--- config.mk ---
export PLATFORM = sky130hd
export DESIGN_NAME = qe_m_arbiter_flat
export DESIGN_NICKNAME = d
export VERILOG_FILES = /design/src/rtl/qe_m_arbiter_if.sv /design/src/rtl/qe_m_arbiter.sv /design/src/flat_wrapper.sv
export SDC_FILE = /design/constraint.sdc
export NUM_CORES = 1
export LEC_CHECK = 0
export CAP_MARGIN = 20
export CORE_MARGIN = 5
export CORE_UTILIZATION = 39
export CTS_BUF_LIST = sky130_fd_sc_hd__clkbuf_8 sky130_fd_sc_hd__clkbuf_16
export CTS_CLUSTER_SIZE = 14
export DETAILED_ROUTE_END_ITERATION = 8
export MAX_ROUTING_LAYER = met4
export PLACE_DENSITY = 0.87
export REMOVE_ABC_BUFFERS = 1
export SLEW_MARGIN = 25
export SYNTH_ARGS = -nofsm -noshare
export SYNTH_HDL_FRONTEND = slang
export SYNTH_SLANG_ARGS = --single-unit
--- constraint.sdc ---
create_clock -name clk -period 3.2 [get_ports clk]
set_input_delay 0.32 -clock clk [delete_from_list [all_inputs] [get_ports clk]]
set_output_delay 0.32 -clock clk [all_outputs]
set_load 0.05 [all_outputs]
--- src/rtl/qe_m_arbiter_if.sv ---
`default_nettype none
// ============================================================================
// Module      : qe_m_arbiter_if
// Description : Requester-side and QE_M-side bundle for qe_m_arbiter.
// Revision    : 1.0 - initial release
// ============================================================================
interface qe_m_arbiter_if #(
   parameter int N_REQ = 4
);
   logic [N_REQ-1:0]   req_valid;
   logic [N_REQ-1:0]   req_ready;
   logic [N_REQ-1:0]   req_mode;
   logic [N_REQ-1:0]   req_last;
   logic [8*N_REQ-1:0] req_a;
   logic [8*N_REQ-1:0] req_b;
   logic [8*N_REQ-1:0] req_c;
   logic [8*N_REQ-1:0] req_x;

   logic               qe_valid_in;
   logic               qe_last_input;
   logic               qe_mode;
   logic [7:0]         qe_a;
   logic [7:0]         qe_b;
   logic [7:0]         qe_c;
   logic [7:0]         qe_x;
   logic               qe_valid_out;
   logic [15:0]        qe_result;

   logic [N_REQ-1:0]   rsp_valid;
   logic [15:0]        rsp_result;

   modport master (
      input  req_valid, req_mode, req_last, req_a, req_b, req_c, req_x,
      output req_ready,
      output qe_valid_in, qe_last_input, qe_mode, qe_a, qe_b, qe_c, qe_x,
      input  qe_valid_out, qe_result,
      output rsp_valid, rsp_result
   );

   modport slave (
      output req_valid, req_mode, req_last, req_a, req_b, req_c, req_x,
      input  req_ready,
      input  qe_valid_in, qe_last_input, qe_mode, qe_a, qe_b, qe_c, qe_x,
      output qe_valid_out, qe_result,
      input  rsp_valid, rsp_result
   );
endinterface
`default_nettype wire

--- src/rtl/qe_m_arbiter.sv ---
`default_nettype none
// ============================================================================
// Module      : qe_m_arbiter
// Description : Round-robin share of one QE_M datapath with MAC-burst locking
//               and tag-based result routing. QEM_ARB_ERR_EN adds err/err_code.
// Revision    : 1.0 - initial release
// ============================================================================
module qe_m_arbiter #(
   parameter int N_REQ      = 4,
   parameter int TAG_W      = 2,
   parameter int QE_LATENCY = 3
) (
   input  wire logic       clk,
   input  wire logic       reset,
   qe_m_arbiter_if.master  bus
`ifdef QEM_ARB_ERR_EN
   ,
   output logic            err,
   output logic [1:0]      err_code
`endif
);

   localparam logic [0:0] c_IDLE = 1'b0;
   localparam logic [0:0] c_LOCK = 1'b1;

   logic [0:0]       state_q, state_d;
   logic [TAG_W-1:0] rr_ptr_q, rr_ptr_d;
   logic [TAG_W-1:0] owner_q, owner_d;

   logic             qe_valid_q, qe_mode_q, qe_last_q;
   logic [7:0]       qe_a_q, qe_b_q, qe_c_q, qe_x_q;
   logic [TAG_W-1:0] qe_tag_q;

   logic             exp_q [QE_LATENCY];
   logic [TAG_W-1:0] tag_q [QE_LATENCY];

   logic [TAG_W-1:0] w_cand;
   logic [TAG_W-1:0] w_grant_idx;
   logic             w_grant_any;
   logic [N_REQ-1:0] w_ready;
   logic [TAG_W-1:0] w_sel;
   logic             w_xfer;
   logic             w_sel_mode;
   logic             w_sel_last;
   logic             w_eff_mode;
   logic             w_load_exp;
   logic             w_head_exp;
   logic [TAG_W-1:0] w_head_tag;
   logic [N_REQ-1:0] w_rsp_valid;

   function automatic logic [TAG_W-1:0] f_wrap(input int v);
      return TAG_W'((v >= N_REQ) ? (v - N_REQ) : v);
   endfunction

   // First valid requester at or after rr_ptr: scan downward so the nearest wins.
   always_comb begin
      w_cand      = '0;
      w_grant_any = 1'b0;
      w_grant_idx = '0;
      for (int k = N_REQ - 1; k >= 0; k--) begin
         w_cand = f_wrap(int'(rr_ptr_q) + k);
         if (bus.req_valid[w_cand]) begin
            w_grant_any = 1'b1;
            w_grant_idx = w_cand;
         end
      end
   end

   always_comb begin
      w_ready = '0;
      w_sel   = w_grant_idx;
      if (state_q == c_LOCK) begin
         w_sel            = owner_q;
         w_ready[owner_q] = bus.req_valid[owner_q];
      end else if (w_grant_any) begin
         w_ready[w_grant_idx] = 1'b1;
      end
   end

   assign bus.req_ready = w_ready;
   assign w_xfer        = |(w_ready & bus.req_valid);
   assign w_sel_mode    = bus.req_mode[w_sel];
   assign w_sel_last    = bus.req_last[w_sel];
   assign w_eff_mode    = (state_q == c_LOCK) | w_sel_mode;

   always_comb begin
      state_d  = state_q;
      rr_ptr_d = rr_ptr_q;
      owner_d  = owner_q;
      if (w_xfer) begin
         if (state_q == c_LOCK) begin
            if (w_sel_last) begin
               state_d  = c_IDLE;
               rr_ptr_d = f_wrap(int'(owner_q) + 1);
            end
         end else if (w_sel_mode && !w_sel_last) begin
            state_d = c_LOCK;
            owner_d = w_grant_idx;
         end else begin
            rr_ptr_d = f_wrap(int'(w_grant_idx) + 1);
         end
      end
   end

   always_ff @(posedge clk) begin
      if (reset) begin
         state_q  <= c_IDLE;
         rr_ptr_q <= '0;
         owner_q  <= '0;
      end else begin
         state_q  <= state_d;
         rr_ptr_q <= rr_ptr_d;
         owner_q  <= owner_d;
      end
   end

   // Operands hold between transfers; only qe_valid_in drops.
   always_ff @(posedge clk) begin
      if (reset) begin
         qe_valid_q <= 1'b0;
         qe_mode_q  <= 1'b0;
         qe_last_q  <= 1'b0;
         qe_a_q     <= '0;
         qe_b_q     <= '0;
         qe_c_q     <= '0;
         qe_x_q     <= '0;
         qe_tag_q   <= '0;
      end else begin
         qe_valid_q <= w_xfer;
         if (w_xfer) begin
            qe_mode_q <= w_eff_mode;
            qe_last_q <= w_sel_last;
            qe_a_q    <= bus.req_a[{w_sel, 3'b000} +: 8];
            qe_b_q    <= bus.req_b[{w_sel, 3'b000} +: 8];
            qe_c_q    <= bus.req_c[{w_sel, 3'b000} +: 8];
            qe_x_q    <= bus.req_x[{w_sel, 3'b000} +: 8];
            qe_tag_q  <= w_sel;
         end
      end
   end

   assign bus.qe_valid_in   = qe_valid_q;
   assign bus.qe_mode       = qe_mode_q;
   assign bus.qe_last_input = qe_last_q;
   assign bus.qe_a          = qe_a_q;
   assign bus.qe_b          = qe_b_q;
   assign bus.qe_c          = qe_c_q;
   assign bus.qe_x          = qe_x_q;

   // Only evaluate beats and the closing MAC beat produce a result.
   assign w_load_exp = qe_valid_q & (~qe_mode_q | qe_last_q);

   generate
      for (genvar s = 0; s < QE_LATENCY; s++) begin : g_tag_pipe
         if (s == 0) begin : g_load
            always_ff @(posedge clk) begin
               if (reset) begin
                  exp_q[0] <= 1'b0;
                  tag_q[0] <= '0;
               end else begin
                  exp_q[0] <= w_load_exp;
                  tag_q[0] <= qe_tag_q;
               end
            end
         end else begin : g_shift
            always_ff @(posedge clk) begin
               if (reset) begin
                  exp_q[s] <= 1'b0;
                  tag_q[s] <= '0;
               end else begin
                  exp_q[s] <= exp_q[s-1];
                  tag_q[s] <= tag_q[s-1];
               end
            end
         end
      end
   endgenerate

   assign w_head_exp = exp_q[QE_LATENCY-1];
   assign w_head_tag = tag_q[QE_LATENCY-1];

   always_comb begin
      w_rsp_valid = '0;
      if (bus.qe_valid_out && w_head_exp) begin
         w_rsp_valid[w_head_tag] = 1'b1;
      end
   end

   assign bus.rsp_valid  = w_rsp_valid;
   assign bus.rsp_result = bus.qe_result;

`ifdef QEM_ARB_ERR_EN
   logic       err_q;
   logic [1:0] err_code_q;
   logic [1:0] w_err_code;

   always_comb begin
      w_err_code = 2'b00;
      if (bus.qe_valid_out && !w_head_exp) begin
         w_err_code = 2'b01;
      end else if (w_head_exp && !bus.qe_valid_out) begin
         w_err_code = 2'b10;
      end else if ((state_q == c_LOCK) && bus.req_valid[owner_q] && !bus.req_mode[owner_q]) begin
         w_err_code = 2'b11;
      end
   end

   // The first error's code sticks; later ones are absorbed by err alone.
   always_ff @(posedge clk) begin
      if (reset) begin
         err_q      <= 1'b0;
         err_code_q <= 2'b00;
      end else if ((w_err_code != 2'b00) && !err_q) begin
         err_q      <= 1'b1;
         err_code_q <= w_err_code;
      end
   end

   assign err      = err_q;
   assign err_code = err_code_q;
`endif

endmodule
`default_nettype wire

--- src/flat_wrapper.sv ---
// flat-port wrapper written by rule: the top's interface ports become plain ports
module qe_m_arbiter_flat 
#(
   parameter int N_REQ      = 4,
   parameter int TAG_W      = 2,
   parameter int QE_LATENCY = 3
)
  (clk, reset, bus_req_valid, bus_req_mode, bus_req_last, bus_req_a, bus_req_b, bus_req_c, bus_req_x, bus_req_ready, bus_qe_valid_in, bus_qe_last_input, bus_qe_mode, bus_qe_a, bus_qe_b, bus_qe_c, bus_qe_x, bus_qe_valid_out, bus_qe_result, bus_rsp_valid, bus_rsp_result);
  qe_m_arbiter_if #(.N_REQ(N_REQ)) bus_i ();
  input  wire logic clk;
  input  wire logic reset;
  input wire logic [$bits(bus_i.req_valid)-1:0] bus_req_valid;
  input wire logic [$bits(bus_i.req_mode)-1:0] bus_req_mode;
  input wire logic [$bits(bus_i.req_last)-1:0] bus_req_last;
  input wire logic [$bits(bus_i.req_a)-1:0] bus_req_a;
  input wire logic [$bits(bus_i.req_b)-1:0] bus_req_b;
  input wire logic [$bits(bus_i.req_c)-1:0] bus_req_c;
  input wire logic [$bits(bus_i.req_x)-1:0] bus_req_x;
  output wire logic [$bits(bus_i.req_ready)-1:0] bus_req_ready;
  output wire logic [$bits(bus_i.qe_valid_in)-1:0] bus_qe_valid_in;
  output wire logic [$bits(bus_i.qe_last_input)-1:0] bus_qe_last_input;
  output wire logic [$bits(bus_i.qe_mode)-1:0] bus_qe_mode;
  output wire logic [$bits(bus_i.qe_a)-1:0] bus_qe_a;
  output wire logic [$bits(bus_i.qe_b)-1:0] bus_qe_b;
  output wire logic [$bits(bus_i.qe_c)-1:0] bus_qe_c;
  output wire logic [$bits(bus_i.qe_x)-1:0] bus_qe_x;
  input wire logic [$bits(bus_i.qe_valid_out)-1:0] bus_qe_valid_out;
  input wire logic [$bits(bus_i.qe_result)-1:0] bus_qe_result;
  output wire logic [$bits(bus_i.rsp_valid)-1:0] bus_rsp_valid;
  output wire logic [$bits(bus_i.rsp_result)-1:0] bus_rsp_result;
  assign bus_i.req_valid = bus_req_valid;
  assign bus_i.req_mode = bus_req_mode;
  assign bus_i.req_last = bus_req_last;
  assign bus_i.req_a = bus_req_a;
  assign bus_i.req_b = bus_req_b;
  assign bus_i.req_c = bus_req_c;
  assign bus_i.req_x = bus_req_x;
  assign bus_req_ready = bus_i.req_ready;
  assign bus_qe_valid_in = bus_i.qe_valid_in;
  assign bus_qe_last_input = bus_i.qe_last_input;
  assign bus_qe_mode = bus_i.qe_mode;
  assign bus_qe_a = bus_i.qe_a;
  assign bus_qe_b = bus_i.qe_b;
  assign bus_qe_c = bus_i.qe_c;
  assign bus_qe_x = bus_i.qe_x;
  assign bus_i.qe_valid_out = bus_qe_valid_out;
  assign bus_i.qe_result = bus_qe_result;
  assign bus_rsp_valid = bus_i.rsp_valid;
  assign bus_rsp_result = bus_i.rsp_result;
  qe_m_arbiter #(.N_REQ(N_REQ), .TAG_W(TAG_W), .QE_LATENCY(QE_LATENCY)) u_core (.clk(clk), .reset(reset), .bus(bus_i));
endmodule
## Yosys cells after proc, flatten, opt, wreduce, memory -nomap -nowiden

Memories as Yosys holds them, arrays and structs flattened.
Index checks and enable logic that the tools add are counted.

- Add/subtract/negate cells: 11
- $mul: 0
- Div/mod/pow operators: 0
- Magnitude comparators: 17
- Equal/unequal tests: 2
- Shift operators: 4
- Muxes and demuxes: 53
- Bitwise logic cells: 13
- Reductions and logical operators: 9

Operators by type and width:

| kind | number |
|---|---|
| 32-bit by 6-bit variable part select with 8-bit output | 4 |
| 2-bit 2-to-1 mux | 17 |
| 2-bit by 3-bit less-than comparator with 1-bit output (second input constant) | 8 |
| 1-bit 2-to-1 mux | 23 |
| 3-bit >= comparator (second input constant) | 5 |
| 1-bit binary-select mux with 2-bit select | 7 |
| 4-bit 2-to-1 mux | 3 |
| 2-bit by 1-bit subtractor with 2-bit output (second input constant) | 6 |
| 2-bit by 1-bit adder with 3-bit output (second input constant) | 3 |
| 4-bit bitwise AND | 2 |
| 1-bit OR | 8 |
| 2-bit by 2-bit adder with 3-bit output (second input constant) | 2 |
| 1-bit demux with 2-bit select | 3 |
| 2-bit by 1-bit >= comparator with 1-bit output (second input constant) | 3 |
| 3-bit AND reduction | 2 |
| 1-bit logical AND | 5 |
| 4-bit OR reduction | 1 |
| 2-bit by 3-bit >= comparator with 1-bit output (second input constant) | 1 |
| 2-bit by 1-bit inequality test with 1-bit output (second input constant) | 1 |
| 2-bit inequality test (second input constant) | 1 |
| 1-bit NOT | 2 |
| 1-bit bitwise AND | 1 |
| 1-bit zero test | 1 |

- Flip-flop bits (word level): 42
- Latch bits: 0
- Memory bits (writable): 9
- ROM bits: 0
- Input port bits: 159
- Output and inout port bits: 59
- Logic and storage cells: 122
- Memories: 2

Memory list:

| name | words | bits a word | read ports | clocked after Yosys merged registers in | write ports | RTL line | text |
|---|---|---|---|---|---|---|---|
| u_core.tag_q | 3 | 2 | 3 | 0 | 3 | qe_m_arbiter.sv:35 | `logic [TAG_W-1:0] tag_q [QE_LATENCY];` |
| u_core.exp_q | 3 | 1 | 3 | 0 | 3 | qe_m_arbiter.sv:34 | `logic exp_q [QE_LATENCY];` |

## Longest topological paths before layout

- Depth after elaboration: 18
- Gate-level depth with buffers: 10
- Gate-level depth less buffers: 7

## Worst setup path before layout

Ideal clock, no wire load.

- Kind: input-to-output
- Start point: input port bus_req_valid[1]
- End point: output port bus_req_ready[0]
- Arrival: 2,472 ps
- Data required time: 2,880 ps
- Setup slack: 408 ps
- Stages on the path: 6
- Path buffers: 2
- Cells stage by stage: and2b_4 -> o21ai_0 -> a41o_2 -> buf_6 -> buf_2 -> o32ai_1

- Cells in the longest elaborated chain, start to end: 12

Ends and longest elaborated chain:

| what | RTL line | text |
|---|---|---|
| start, declared | flat_wrapper.sv:12 | `input wire logic [$bits(bus_i.req_valid)-1:0] bus_req_valid;` |
| 1-bit binary-select mux with 2-bit select | qe_m_arbiter.sv:62 | `if (bus.req_valid[w_cand]) begin` |
| 1-bit 2-to-1 mux (not written as such) | qe_m_arbiter.sv:62 |  |
| 2-bit 2-to-1 mux (4 in series) | qe_m_arbiter.sv:62 |  |
| 2-bit by 3-bit less-than comparator with 1-bit output (not written as such) or 2-bit by 1-bit >= comparator with 1-bit output (tied branches) | qe_m_arbiter.sv:76 | `w_ready[w_grant_idx] = 1'b1;` |
| 1-bit logical AND (not written as such) | qe_m_arbiter.sv:76 |  |
| 1-bit 2-to-1 mux (not written as such) | qe_m_arbiter.sv:76 |  |
| 1-bit demux with 2-bit select | -- |  |
| 4-bit 2-to-1 mux | qe_m_arbiter.sv:75 | `end else if (w_grant_any) begin` |
| 4-bit 2-to-1 mux * | qe_m_arbiter.sv:72 | `if (state_q == c_LOCK) begin` |
| end, declared | flat_wrapper.sv:19 | `output wire logic [$bits(bus_i.req_ready)-1:0] bus_req_ready;` |

Every way passes the cells marked *; elsewhere a longest branch is shown, timed or not. The select of a mux whose other input is x is not followed.

## Final worst setup path

- Start point: register u_core.state_q
- End point: output port bus_req_ready[0]

- Cells in the longest elaborated chain, start to end: 1

Ends and longest elaborated chain:

| what | RTL line | text |
|---|---|---|
| start, declared | qe_m_arbiter.sv:26 | `logic [0:0] state_q, state_d;` |
| start signal, assigned | qe_m_arbiter.sv:107 | `state_q <= c_IDLE;` |
| start signal, assigned | qe_m_arbiter.sv:111 | `state_q <= state_d;` |
| 4-bit 2-to-1 mux | qe_m_arbiter.sv:72 |  |

Every way passes these cells.

==> run metrics <==
vias in the first global route 3,519; Tcrit/Tclk final 89.83%; CP max stage delay 0.74 ns; type of the worst min-delay path flop to flop; Sink Count 51; # Max-Cap Violations 0; ys flop type dfxtp_1; CP startpoint kind flop; H-tree depth reported by CTS 2; core footprint 8093 um2; largest net degree at the start of global routing 34; Post-Synthesis Cells 331; Tightest Pin Transition 0.9802 ns; min Tclk post-route 2.874 ns; Critical Path AT 2.55 ns; Yosys top cell by area dfxtp_1; Worst EP required 2.88 ns; Initial Util 39.46%; CP top delay family buffers and inverters; First DRT Iteration DRCs 267; drt total wl 11.27 mm; # IOs 218; critical path fanouts, max 26; Buffers & Inverters on Critical Path 3; Clock Tree Buf Depth 2; total power draw 0.004351 W; Post-synth EDFFs 0; peak supply drop 0.3885 mV; Post-Syn Area 3193 um2; post-route cell area 5097 um2; Yosys cell types 56; first-pass GRT wire length 17.23 mm; Fmax 347.9 MHz; share of layout cells above drive strength 1 19.14%; crit-path cells inv_1 > a41o_2 > buf_4 > o32ai_1 > buf_12; Critical-path top delay cell dfxtp_1; standard-cell rows 33; Max Slew Vio Count 0; NumNets Final 649; # hold bufs at CTS 0; run status complete, no violations; Final Hold Viols 0; power density over the cells 853.6 nW/um2; GRT Overall Usage 21.78%; Via-to-Cell Ratio 5.617; Seq/Total Area, Yosys 31.97%; list of most frequent post-synthesis cells 51 x dfxtp_1, 40 x nand2_1, 38 x mux2_2, 33 x nor2_1, 19 x a222oi_1; DP Wirelength 8.894 mm; CP Class flop to output pin; DRC 0; Worst-path clk slew 0.10 ns; post-synth top area share 31.97%; I/O Buffers 185; post-cts resize count 0; Mean Syn Cell Area 9.647 um2; Setup violations, final 0; gpl congestion 0.9030; Post-CTS Setup Bufs 0; DP Area 5002 um2; Min Hold Slack 0.4499 ns; top cells by area, synth dfxtp_1 32%, mux2_2 13%, mux4_2 9.2%, a222oi_1 6.0%, nand2_1 4.7%; CTS Buf Count 5; diode count 0; top-count cell post-synth dfxtp_1; initial antenna violation count 0; die area 10,100 um2; Pre-antenna DRT Iters 6; async set-or-reset flop fraction in the synthesized netlist 0%; Clock Skew 0.006307 ns; Slew HR 34.65%; Die X-Extent 100.5 um; CTS tree yes; Routed WL per cell 18.91 um; non-filler cells in the finished layout 596; Die Ht 100.5 um; yosys warns 0; Synth Register Bits 51; Vias 3,348; P_leak 1.887 nW; Clk Latency, worst-skew pair 0.30 ns; placed cells 588; global route overflow 0; CTS Root Cell clkbuf_8; ANT nets after route 0; post-layout util 62.99%; Layout area overhead 59.64%; crit path capture type output pin; RSZ-0062 raised after global routing no
-- where the power goes --
part | switching, W | leakage (nW) | total (W) | internal [W]
logic | 0.00164 | 1.42 | 0.00294 | 0.00130
clock network | 0.000233 | 0.0491 | 0.000395 | 0.000162
registers | 0.000169 | 0.422 | 0.00101 | 0.000844
total | 0.00205 | 1.89 | 0.00435 | 0.00231
-- per-stage QoR --
stage          TNS (ns)  worst slack (ns)
6_report              0            0.3255
4_1_cts               0            0.3431
3_3_place_gp          0            0.4939
3_5_place_dp          0            0.3900
5_1_grt               0            0.1930
2_1_floorplan    -2.406           -0.1511
-- final timing paths --
| check | from | endpoint | slack, ns | cells past startpoint |
|---|---|---|---|---|
| worst max-delay path | u_core.state_q | bus_req_ready[0] | 0.33 | 5 |
| worst min-delay path | u_core.tag_q[0][1] | u_core.tag_q[1][1] | 0.45 | 1 |
| worst max register to register | u_core.state_q | u_core.bus.qe_c[2] | 0.72 | 6 |
| worst min register to register | u_core.tag_q[0][1] | u_core.tag_q[1][1] | 0.45 | 1 |
-- cells by family after synthesis --
family	Yosys count	synth area share (%)
flip-flops	51	31.97
buffers and inverters	45	8.973
AO/OA/AOI/OAI	67	16.89
AND/OR/NAND/NOR	110	17.44
multiplexers	57	24.45
XOR/XNOR	1	0.2743
-- layer usage --
layer | share of wire [%] | vias up | GRT usage (%)
li1 | - | 1534 | -
met4 | 1.8 | 0 | 4.249
met5 | 0 | - | -
met2 | 50 | 188 | 36.39
met3 | 9.6 | 16 | 6.920
met1 | 39 | 1610 | 25.97
-- state kept, by name (all words and copies together) (netlist names), 3 cells and up --
register / cells
u_core.bus.qe_a: 8
u_core.bus.qe_b: 8
u_core.bus.qe_c: 8
u_core.bus.qe_x: 8
u_core.tag_q: 6
u_core.exp_q: 3
-- cell type report --
type / count / area, um2
Clock inverter: 3 / 26.28
Timing Repair Buffer: 193 / 1934
Multi-Input combinational cell: 235 / 1901
Fill cell: 678 / 2995
Inverter: 4 / 15.01
Clock buffer: 5 / 68.82
Sequential cell: 51 / 1021
Tap cell: 105 / 131.4
-- cells in the final DEF, fill, tap and decap left out, types with 9 or more instances in the layout --
cell type,n
a222oi_1,19
nor2_1,33
mux2_2,38
nor2b_1,9
buf_4,9
mux4_2,13
dfxtp_1,51
clkdlybuf4s50_1,180
nand2_1,40
a21oi_1,15
(Power assumes the default switching activity.)
==> patch, RTL diff (same flow settings) <==
`TAG_W` is set to 2 in 2 places; all go to 3.
--- a/src/rtl/qe_m_arbiter.sv
+++ b/src/rtl/qe_m_arbiter.sv
@@ -8,5 +8,5 @@
 module qe_m_arbiter #(
    parameter int N_REQ      = 4,
-   parameter int TAG_W      = 2,
+   parameter int TAG_W      = 3,
    parameter int QE_LATENCY = 3
 ) (
--- a/src/flat_wrapper.sv
+++ b/src/flat_wrapper.sv
@@ -3,5 +3,5 @@
 #(
    parameter int N_REQ      = 4,
-   parameter int TAG_W      = 2,
+   parameter int TAG_W      = 3,
    parameter int QE_LATENCY = 3
 )
Check against the original RTL: same outputs for any inputs over 4 cycles, from zero or initial values and one cycle with reset high; that may be too few to reach the edited logic, so the function may still have changed.
==> patch against the original RTL <==
Global-route usage is 0.62 points higher. Sequential cell count is 6 higher. Worst setup slack worse by 0.27 ns. Routed wire length is 16% higher. Combinational power is 51% higher. Maximum frequency is 8.6% lower. Cell area is 22% higher. Register-to-register slack worse by 0.66 ns. Total power is 45% higher. Area after synthesis is 15% higher. Die area is 13% higher. Sequential share of layout area is 1.6 points lower. Critical endpoint is now u_core.bus.qe_x[6]. Largest power group unchanged.
==> patch: results <==
critical_path:
  crit_arrival_ns: 3.35
  worst_path_largest_cell_delay_ns: 0.34
  critical_path.top_delay_family: "compound AO/OA/AOI/OAI gates"
  cp_max_fo: 8
cts:
  numCtsBuffers: 9
  insertion_delay_ns: 0.32
run_status:
  status: "finished clean"
grt:
  grt_util_met3: 0.04636
  grt_use_total: 0.2240
  grtUsageMet2: 0.3732
detailed_routing:
  vias: 3543
  drtPass1Iterations: 4
  drt_iter0_drc: 201
  drt-met1-wl_um: 5008
timing:
  worst_pin_slew_ns: 0.5786
  skew_ns: 0.01006
placement:
  placed_area_um2: 5791
  pre_cts_slack_ns: -0.5542
  dp.cells: 613
yosys:
  synth_common_cells: "dfxtp_1, mux4_2, a22o_1"
  yosysTopAreaCellShare: 0.3112
  ys_seq_area_frac: 0.3112
  synthAdderAreaFrac: 0.04094
finish:
  syn_to_final_growth_pct: 68.95
  comb.multi_input.count: 196
  clk_share: 0.03655
  clkbuf_count: 14
  nonClockBufferCount: 236
  nonClkBufAreaFrac: 0.3859
  instances_no_fill: 635
power:
  irDropWorstVdd_v: 0.0004858
  p_leak_nw: 2.407
patch: power by group through the flow:
| stage | Combinational [mW] | Sequential [mW] | Clock (mW) |
|---|---|---|---|
| 2_1_floorplan | 1.78 | 1.89 | 0 |
| 3_3_place_gp | 4.08 | 1.16 | 0 |
| 3_5_place_dp | 4.16 | 1.16 | 0 |
| 4_1_cts | 4.27 | 1.16 | 0.735 |
| 5_1_grt | 4.69 | 1.19 | 0.779 |
| 6_report | 4.44 | 1.16 | 0.723 |
patch: worst paths after layout:
kind | cells past startpoint | slack (ns) | from | endpoint
worst min-delay path | 1 | 0.43 | u_core.exp_q[1] | u_core.exp_q[2]
worst max register to register | 16 | 0.06 | u_core.rr_ptr_q[0] | u_core.bus.qe_x[6]
worst max-delay path | 16 | 0.06 | u_core.rr_ptr_q[0] | u_core.bus.qe_x[6]
worst min register to register | 1 | 0.43 | u_core.exp_q[1] | u_core.exp_q[2]
